==> config.mk <==
export PLATFORM = sky130hd
export DESIGN_NAME = priority_resolver_in_service
export DESIGN_NICKNAME = d
export VERILOG_FILES = /design/src/rtl/pic_pkg.sv /design/src/rtl/priority_encoder_rotating.sv /design/src/rtl/priority_resolver_in_service.sv
export SDC_FILE = /design/constraint.sdc
export NUM_CORES = 1
export LEC_CHECK = 0
export ABC_AREA = 1
export CORE_ASPECT_RATIO = 1.5
export CORE_UTILIZATION = 55
export CTS_BUF_LIST = sky130_fd_sc_hd__clkbuf_16
export DETAILED_ROUTE_END_ITERATION = 10
export GPL_ROUTABILITY_DRIVEN = 1
export PLACE_DENSITY = 0.88
export RECOVER_POWER = 100
export SKIP_CTS_REPAIR_TIMING = 1
export SYNTH_ARGS = -nofsm -noshare
export SYNTH_HDL_FRONTEND = slang
export SYNTH_HIERARCHICAL = 1
export SYNTH_SLANG_ARGS = --single-unit
==> constraint.sdc <==
create_clock -name clock -period 9.7 [get_ports clock]
set_input_delay 2.425 -clock clock [delete_from_list [all_inputs] [get_ports clock]]
set_output_delay 2.425 -clock clock [all_outputs]
set_load 0.05 [all_outputs]
==> src/rtl/pic_pkg.sv <==
// -----------------------------------------------------------------------------
// pic_pkg
// Shared constants, state encoding and the rotating-priority rank helper used
// by the priority resolver and its rotating priority encoder.
// No ports (package).
// -----------------------------------------------------------------------------
package pic_pkg;

  localparam int NUM_LEVELS  = 8;
  localparam int LEVEL_WIDTH = 3;

  // Level reported when an acknowledge arrives with nothing eligible.
  localparam logic [LEVEL_WIDTH-1:0] SPURIOUS_LEVEL = 3'd7;

  typedef enum logic [1:0] {
    IDLE = 2'd0,
    ACK1 = 2'd1,
    ACK2 = 2'd2
  } pic_state_e;

  // Rank 0 is the highest priority; the level just above the lowest-priority
  // level gets rank 0. Modulo-8 wrap comes for free from the 3-bit arithmetic.
  function automatic logic [LEVEL_WIDTH-1:0] level_rank(
    input logic [LEVEL_WIDTH-1:0] level,
    input logic [LEVEL_WIDTH-1:0] lowest_level
  );
    return level - lowest_level - 3'd1;
  endfunction

endpackage

==> src/rtl/priority_encoder_rotating.sv <==
// -----------------------------------------------------------------------------
// priority_encoder_rotating
// Combinational priority encoder with a rotating base. The highest priority
// bit is lowest_priority_level+1 (mod 8), descending around the ring.
// Ports:
//   vector_in              in   8  candidate bits
//   lowest_priority_level  in   3  rotation base (lowest priority level)
//   found                  out  1  at least one bit of vector_in is set
//   index                  out  3  highest-priority set bit (0 when !found)
// -----------------------------------------------------------------------------
module priority_encoder_rotating
  import pic_pkg::*;
(
  input  logic [NUM_LEVELS-1:0]  vector_in,
  input  logic [LEVEL_WIDTH-1:0] lowest_priority_level,
  output logic                   found,
  output logic [LEVEL_WIDTH-1:0] index
);

  logic [LEVEL_WIDTH-1:0] level_at_rank [NUM_LEVELS];

  always_comb begin
    for (int k = 0; k < NUM_LEVELS; k++) begin
      level_at_rank[k] = lowest_priority_level + 3'd1 + LEVEL_WIDTH'(k);
    end
  end

  // Walk from lowest to highest priority so the last hit is the winner.
  always_comb begin
    found = 1'b0;
    index = '0;
    for (int k = NUM_LEVELS - 1; k >= 0; k--) begin
      if (vector_in[level_at_rank[k]]) begin
        found = 1'b1;
        index = level_at_rank[k];
      end
    end
  end

endmodule

==> src/rtl/priority_resolver_in_service.sv <==
// -----------------------------------------------------------------------------
// priority_resolver_in_service
// Masks latched requests, resolves the highest-priority eligible request
// against the in-service register, raises INT, runs the two-pulse INTA
// sequence, and owns the ISR with EOI / auto-EOI clearing.
//
// Build option: SPECIAL_MASK_MODE_EN
//   defined   - masked ISR bits stop inhibiting while special_mask_mode=1
//   undefined - special_mask_mode is ignored; every ISR bit inhibits
//
// Ports:
//   clock                       in   1  system clock
//   reset_n                     in   1  synchronous active-low reset
//   interrupt_request_register  in   8  latched requests
//   interrupt_mask              in   8  1 = level masked
//   special_mask_mode           in   1  special mask mode
//   lowest_priority_level       in   3  rotation base
//   end_of_interrupt            in   8  one-cycle ISR clear strobe
//   auto_eoi_config             in   1  auto end-of-interrupt
//   interrupt_acknowledge       in   1  one-cycle strobe per INTA pulse
//   interrupt_out               out  1  INT to the CPU (registered)
//   freeze                      out  1  holds the request latch during INTA
//   clear_interrupt_request     out  8  one-hot clear pulse to the latch
//   in_service_register         out  8  ISR
//   vector_level                out  3  level for the vector byte
//   vector_valid                out  1  vector_level is valid
//
// state | meaning
// ------+----------------------------------------------------------------
// IDLE  | resolving requests, INT follows eligibility
// ACK1  | first INTA taken, winner latched, waiting for second INTA
// ACK2  | one cycle, vector presented, optional auto-EOI already applied
// -----------------------------------------------------------------------------
module priority_resolver_in_service #(
  parameter int NUM_LEVELS  = 8,
  parameter int LEVEL_WIDTH = 3
) (
  input  logic                   clock,
  input  logic                   reset_n,
  input  logic [NUM_LEVELS-1:0]  interrupt_request_register,
  input  logic [NUM_LEVELS-1:0]  interrupt_mask,
  input  logic                   special_mask_mode,
  input  logic [LEVEL_WIDTH-1:0] lowest_priority_level,
  input  logic [NUM_LEVELS-1:0]  end_of_interrupt,
  input  logic                   auto_eoi_config,
  input  logic                   interrupt_acknowledge,
  output logic                   interrupt_out,
  output logic                   freeze,
  output logic [NUM_LEVELS-1:0]  clear_interrupt_request,
  output logic [NUM_LEVELS-1:0]  in_service_register,
  output logic [LEVEL_WIDTH-1:0] vector_level,
  output logic                   vector_valid
);

  import pic_pkg::*;

  pic_state_e             state_q, state_d;
  logic [NUM_LEVELS-1:0]  isr_q, isr_d;
  logic [NUM_LEVELS-1:0]  clear_q, clear_d;
  logic [LEVEL_WIDTH-1:0] winner_q, winner_d;
  logic                   spurious_q, spurious_d;
  logic                   int_q, int_d;

  logic [NUM_LEVELS-1:0]  requests;
  logic [NUM_LEVELS-1:0]  isr_considered;
  logic                   req_found;
  logic [LEVEL_WIDTH-1:0] req_level;
  logic                   isr_found;
  logic [LEVEL_WIDTH-1:0] isr_level;
  logic                   eligible;

  assign requests = interrupt_request_register & ~interrupt_mask;

`ifdef SPECIAL_MASK_MODE_EN
  assign isr_considered = special_mask_mode ? (isr_q & ~interrupt_mask) : isr_q;
`else
  logic unused_special_mask_mode;
  assign unused_special_mask_mode = special_mask_mode;
  assign isr_considered = isr_q;
`endif

  priority_encoder_rotating u_req_encoder (
    .vector_in             (requests),
    .lowest_priority_level (lowest_priority_level),
    .found                 (req_found),
    .index                 (req_level)
  );

  priority_encoder_rotating u_isr_encoder (
    .vector_in             (isr_considered),
    .lowest_priority_level (lowest_priority_level),
    .found                 (isr_found),
    .index                 (isr_level)
  );

  // Strictly higher priority than the best in-service level; an equal level
  // (same bit re-requested while in service) stays blocked.
  assign eligible = req_found &&
                    (!isr_found ||
                     (level_rank(req_level, lowest_priority_level) <
                      level_rank(isr_level, lowest_priority_level)));

  always_comb begin
    state_d    = state_q;
    isr_d      = isr_q & ~end_of_interrupt;
    clear_d    = '0;
    winner_d   = winner_q;
    spurious_d = spurious_q;
    int_d      = 1'b0;

    case (state_q)
      IDLE: begin
        if (interrupt_acknowledge) begin
          state_d = ACK1;
          // Winner is captured on the first acknowledge so later mask or
          // rotation changes cannot move it. ISR set overrides a same-cycle EOI.
          if (eligible) begin
            winner_d           = req_level;
            spurious_d         = 1'b0;
            isr_d[req_level]   = 1'b1;
            clear_d[req_level] = 1'b1;
          end else begin
            winner_d   = SPURIOUS_LEVEL;
            spurious_d = 1'b1;
          end
        end else begin
          int_d = eligible;
        end
      end

      ACK1: begin
        if (interrupt_acknowledge) begin
          state_d = ACK2;
          // Clearing on entry to ACK2 makes the ISR read back as cleared
          // during the vector cycle. A spurious cycle owns no ISR bit.
          if (auto_eoi_config && !spurious_q) begin
            isr_d[winner_q] = 1'b0;
          end
        end
      end

      ACK2: begin
        state_d = IDLE;
      end

      default: begin
        state_d = IDLE;
      end
    endcase
  end

  always_ff @(posedge clock) begin
    if (!reset_n) begin
      state_q    <= IDLE;
      isr_q      <= '0;
      clear_q    <= '0;
      winner_q   <= '0;
      spurious_q <= 1'b0;
      int_q      <= 1'b0;
    end else begin
      state_q    <= state_d;
      isr_q      <= isr_d;
      clear_q    <= clear_d;
      winner_q   <= winner_d;
      spurious_q <= spurious_d;
      int_q      <= int_d;
    end
  end

  assign interrupt_out           = int_q;
  assign freeze                  = (state_q != IDLE);
  assign clear_interrupt_request = clear_q;
  assign in_service_register     = isr_q;
  assign vector_valid            = (state_q == ACK2);
  assign vector_level            = (state_q == ACK2) ? winner_q : '0;

endmodule

==> results.toml, run 1 <==
[outcome]
status = "finished, final reports clean"

[final_layout]
utilization_pct = 69.6
final_area_um2 = 3430
syn_to_final_growth_pct = 19.7
final_common_cell = "nand2_1"
drive_gt1_share_pct = 7.33
mostFrequentLayoutCells = "235 x nand2_1, 77 x inv_1, 43 x nand3_1, 41 x nor2_1, 28 x clkdlybuf4s50_1"
fin_nets = 630
antenna_cells = 0
fill_cells = 485

[hold_path]
hp-start = "spurious_q"
hold_path_class = "reg -> reg"

[logic_synthesis]
ys_seq_elements = 23
netlist_top_cells_area = "nand2_1 31%, dfxtp_1 16%, inv_1 10%, nand3_1 7.5%, nor2_1 5.4%"
synth_warnings = 6
syn_area_per_cell_um2 = 5.28
seq_area_frac_synth_pct = 16.1
yosysTopAreaCellShare_pct = 30.6
synthCells = 542
syn-cell-area_um2 = 2860
yosysTopAreaCell = "nand2_1"
synth.distinct_cells = 26
syn_nets = 584

[critical_path]
crit_type = "in -> reg"
startpoint = "lowest_priority_level[0]"
critPathSlowestCell = "dlygate4sd3_1"
crit_path_end_kind = "flop"
crit_fanout = 23
crit_path_start_kind = "primary input"
worstPathArrival_ps = 8140
slowest_delay_ps = 1010
timing.rr.start = "in_service_register[6]"
crit_required_ps = 9830
crit_top_cell = "nand2_1"

[clock_network]
tritoncts = "done"
insertion_delay_ps = 260
cts_made_buffers = 3
cts_max_level = 1
cts_root_buf = "clkbuf_16"
clockBufferDepth = 2
clock-sinks = 23
path_clk_slew_ps = 60

[sta]
fmax_mhz = 125
final.setup_skew_ps = 4.67
fin_crit_sh_pct = 82.6
setup_viol = 0
drv_slew = 0
tightest_slew_ps = 733
hold_violations = 0
rsz0062_at_grt = "false"
slew_headroom_pct = 51.0
fin_crit_ps = 8010
tns_ps = 0

[placement]
gp_congestion = 0.969
hpwl_um = 6250
port_buffers = 52
dpl-instance-area_um2 = 3360

[pwr]
p_leak_nw = 1.93
powerDensity_nw_per_um2 = 143
total_power_w = 0.000491
ir_drop_mv = 0.113

[global_routing]
grt_pass1_wl_um = 12700
grt_overflow = 0
grt.total_usage_pct = 29.4
grt_start_max_net_pins = 24
grt_pass1_vias = 3065
antenna_found_initial = 0

[routing]
vias = 3381
wl_um = 7800
drt_iter0_markers = 214
viasPerCell = 5.18
drc = 0
dr.pass1.iters = 7
drt.antenna.violating_nets = 0
wl_per_cell_um = 11.9

[die]
dieArea_um2 = 5500
io_pins = 54
start_util_pct = 58.1
die_h_um = 90.4
core-area_um2 = 4930
die-width_um = 60.9
rows = 31

[flow_run]
max_cap_viol_count = 0
[cell families after synthesis]
group                      after synthesis  share of synthesized area [%]
and+or+nand+nor                        354                           52.2
buffers and inverters                   98                           15.3
AOI/OAI and AO/OA                       53                           10.2
DFF                                     23                           16.1
adders and majority gates               10                           4.90
xor gates and xnor gates                 4                           1.22
[final timing paths]
check / depth (start not counted) / endpoint / slack, ps
setup / recovery: 31 / winner_q[1] / 1690
hold / removal: 2 / spurious_q / 470
setup reg to reg: 26 / winner_q[1] / 5990
hold reg to reg: 2 / spurious_q / 470
[cell type report]
cell class,count,area [µm²],share of cell area (%)
clock buffers,3,75.1,2.19
clock inverters,1,5.00,0.146
inverters,86,323,9.42
multi-input cells,421,1950,57.0
flip-flops and latches,23,460,13.4
well taps,66,82.6,2.41
repair buffers,53,528,15.4
[power breakdown]
group	internal [W]	switching (W)	leakage, nW
clock network	0.0000554	0.0000334	0.0409
logic	0.0000945	0.000193	1.70
registers	0.000106	0.00000886	0.187
total	0.000256	0.000236	1.93
[state kept, by name, summed over array words and instances (netlist names)]
| register | flops |
|---|---|
| clear_interrupt_request | 8 |
| in_service_register | 8 |
| winner_q | 3 |
| state_q | 2 |
| interrupt_out | 1 |
| spurious_q | 1 |
[per-layer routing]
layer	vias up	wire, µm	track usage (%)
li1	1757	-	-
met1	1487	2980	30.7
met2	108	4250	55.0
met3	29	283	4.01
met4	0	288	11.9
met5	-	0	0
[Yosys cell counts (all sizes together)]
master	count
dfxtp	23
nand3	43
inv	86
nor3b	1
xnor2	3
nand4	2
nand2	259
xor2	1
nor2	44
fa	2
nor3	1
o21a	1
ha	8
a21oi	26
o211ai	6
nor4	4
o21ai	20
buf	12
[metrics by stage]
step,hold slack (ps),std cells,worst slack [ps]
floorplan,443,542,4000
global placement,455,649,1940
detailed placement,465,649,1810
CTS,473,653,2060
global route,483,653,1170
finish,466,653,1690
[worst max-delay path: cells and delay by family]
family          cells  cell delay, ps
xor+xnor            2             340
simple gates       18            1870
fa+ha+maj           4            1290
compound gates      2             230
buf+inv             5            1970
(Power assumes the default switching activity.)
==> run 2: changes to the inputs <==
--- a/config.mk
+++ b/config.mk
@@ -7,11 +7,11 @@
 export LEC_CHECK = 0
 export ABC_AREA = 1
 export CORE_ASPECT_RATIO = 1.5
-export CORE_UTILIZATION = 55
+export CORE_UTILIZATION = 54
 export CTS_BUF_LIST = sky130_fd_sc_hd__clkbuf_16
 export DETAILED_ROUTE_END_ITERATION = 10
 export GPL_ROUTABILITY_DRIVEN = 1
-export PLACE_DENSITY = 0.88
+export PLACE_DENSITY = 0.86
 export RECOVER_POWER = 100
 export SKIP_CTS_REPAIR_TIMING = 1
 export SYNTH_ARGS = -nofsm -noshare
==> constraint.sdc (replaced) <==
create_clock -name clock -period 7.85 [get_ports clock]
set_input_delay 1.9625 -clock clock [delete_from_list [all_inputs] [get_ports clock]]
set_output_delay 1.9625 -clock clock [all_outputs]
set_load 0.05 [all_outputs]
==> run 2 against run 1 <==
Net effect: first-iteration DRC count fell by 18%; register-to-register slack worse by 1800 ps; clock power grew 20%; critical path type unchanged; hold slack better by 11 ps; sequential power rose by 24%; highest routed layer unchanged.
==> results.toml, run 2 (same netlist as run 1, synthesis figures left out) <==
[outcome]
status = "finished, final reports clean"

[global_routing]
grt.total_usage_pct = 28.0
grt_pass1_vias = 3081
antenna_found_initial = 0
grt_start_max_net_pins = 25
grt_pass1_wl_um = 12500
grt_overflow = 0

[sta]
rsz0062_at_grt = "false"
fmax_mhz = 145
final.setup_skew_ps = 4.08
tns_ps = 0
drv_slew = 0
fin_crit_ps = 6900
slew_headroom_pct = 58.7
tightest_slew_ps = 618
fin_crit_sh_pct = 87.9
setup_viol = 0
hold_violations = 0
layout_setup_ws_ps = 953

[placement]
port_buffers = 52
hpwl_um = 6080
gp_congestion = 0.955
dpl_worst_slack_ps = 1030

[final_layout]
mostFrequentLayoutCells = "235 x nand2_1, 77 x inv_1, 43 x nand3_1, 41 x nor2_1, 29 x clkdlybuf4s50_1"
syn_to_final_growth_pct = 20.2
drive_gt1_share_pct = 7.48
fill_cells = 515
final_common_cell = "nand2_1"
fin_nets = 631
antenna_cells = 0

[hold_path]
hold_path_class = "reg -> reg"

[critical_path]
crit_path_start_kind = "primary input"
crit_path_end_kind = "flop"
startpoint = "lowest_priority_level[0]"
slowest_delay_ps = 590
crit_fanout = 24
r2r_end = "winner_q[0]"
cp.buffers_inverters = 5
crit_top_cell = "nand2_1"
cp_top_family = "simple AND/OR/NAND/NOR gates"
critPathSlowestCell = "ha_1"
path_depth = 29
crit_required_ps = 7970
endpoint = "winner_q[0]"
worstPathArrival_ps = 7020
crit_type = "in -> reg"
reg2reg_depth = 26
timing.rr.start = "in_service_register[3]"
reg2reg_slack_ps = 4220

[clock_network]
cts_max_level = 1
cts_made_buffers = 3
tritoncts = "done"
clockBufferDepth = 2
path_clk_slew_ps = 60
clock-sinks = 23
insertion_delay_ps = 250
cts_root_buf = "clkbuf_16"

[die]
start_util_pct = 55.9
die-width_um = 61.5
io_pins = 54
die_h_um = 91.2
core-area_um2 = 5120
rows = 32
dieArea_um2 = 5600

[pwr]
p_leak_nw = 1.93
powerDensity_nw_per_um2 = 173
ir_drop_mv = 0.142

[routing]
drc = 0
wl_um = 7460
drt_iter0_markers = 176
vias = 3302
wl_per_cell_um = 11.4
drt.antenna.violating_nets = 0
dr.pass1.iters = 5
viasPerCell = 5.03

[flow_run]
max_cap_viol_count = 0
## run 2: cell types whose count changed in the layout (fill, tap and decap cells not counted)
cell / delta
buf_4: +1
nand2_4: +1
nand2_2: -1
o21ai_1: -1
clkdlybuf4s50_1: +1
o21ai_0: +1
dlygate4sd3_1: -1
## run 2: worst min-delay path by stage
| stage | slack [ps] | start | cells after the start | to |
|---|---|---|---|---|
| 2_1_floorplan | 440 | spurious_q | 2 | spurious_q |
| 3_3_place_gp | 450 | spurious_q | 2 | spurious_q |
| 3_5_place_dp | 460 | spurious_q | 2 | spurious_q |
| 4_1_cts | 470 | spurious_q | 2 | spurious_q |
| 5_1_grt | 530 | in_service_register[6] | 2 | in_service_register[6] |
| 6_report | 480 | spurious_q | 2 | spurious_q |
## run 2: metal layers
layer  vias to the layer above  GRT usage, %  routed length (µm)
li1                       1762             -                   -
met1                      1431          29.6                2980
met2                        89          54.3                4010
met3                        20          3.56                 269
met4                         0          7.59                 203
met5                         -             0                   0
## run 2: cell type report
class	count	area [µm²]	area share, %
Clock buffer	3	75.1	2.18
Clock inverter	1	5.00	0.145
Inverter	86	323	9.38
Multi-Input combinational cell	421	1960	56.9
Sequential cell	23	460	13.4
Tap cell	68	85.1	2.47
Timing Repair Buffer	54	536	15.6
## run 2: power by group
part           switching, W  total [W]  internal, W
registers         0.0000109   0.000141     0.000131
logic              0.000230   0.000347     0.000116
clock network     0.0000387   0.000107    0.0000683
total              0.000280   0.000595     0.000315
## run 2: worst register-to-register path, stage by stage (launching register included)
cell and delay (ps):
dfxtp_1 390, inv_1 70, o21ai_1 200, nand2_1 70
nand2_1 110, nand2_2 80, nand2_2 90, inv_2 40
o21ai_1 110, nand2_1 60, nand2_1 50, nand2_1 40
nand2_1 60, nand2_1 40, nand2_1 90, ha_1 130
inv_1 50, fa_1 370, xnor2_1 170, xor2_1 180
ha_1 270, a21oi_1 150, nand2_1 60, nand2_1 210
nand2_1 160, nand2_1 140, a21oi_1 80
## run 2: through the flow
| stage | total power (W) | utilization (%) | area [µm²] | hold slack (ps) | cells |
|---|---|---|---|---|---|
| 2_1_floorplan | 0.000411 | - | 2860 | 443 | 542 |
| 3_3_place_gp | 0.000486 | 65.7 | 3370 | 455 | 652 |
| 3_5_place_dp | 0.000494 | 65.7 | 3370 | 459 | 652 |
| 4_1_cts | 0.000602 | 67.3 | 3450 | 469 | 656 |
| 5_1_grt | 0.000656 | 67.2 | 3440 | 532 | 656 |
| 6_report | 0.000595 | 67.2 | 3440 | 477 | 656 |
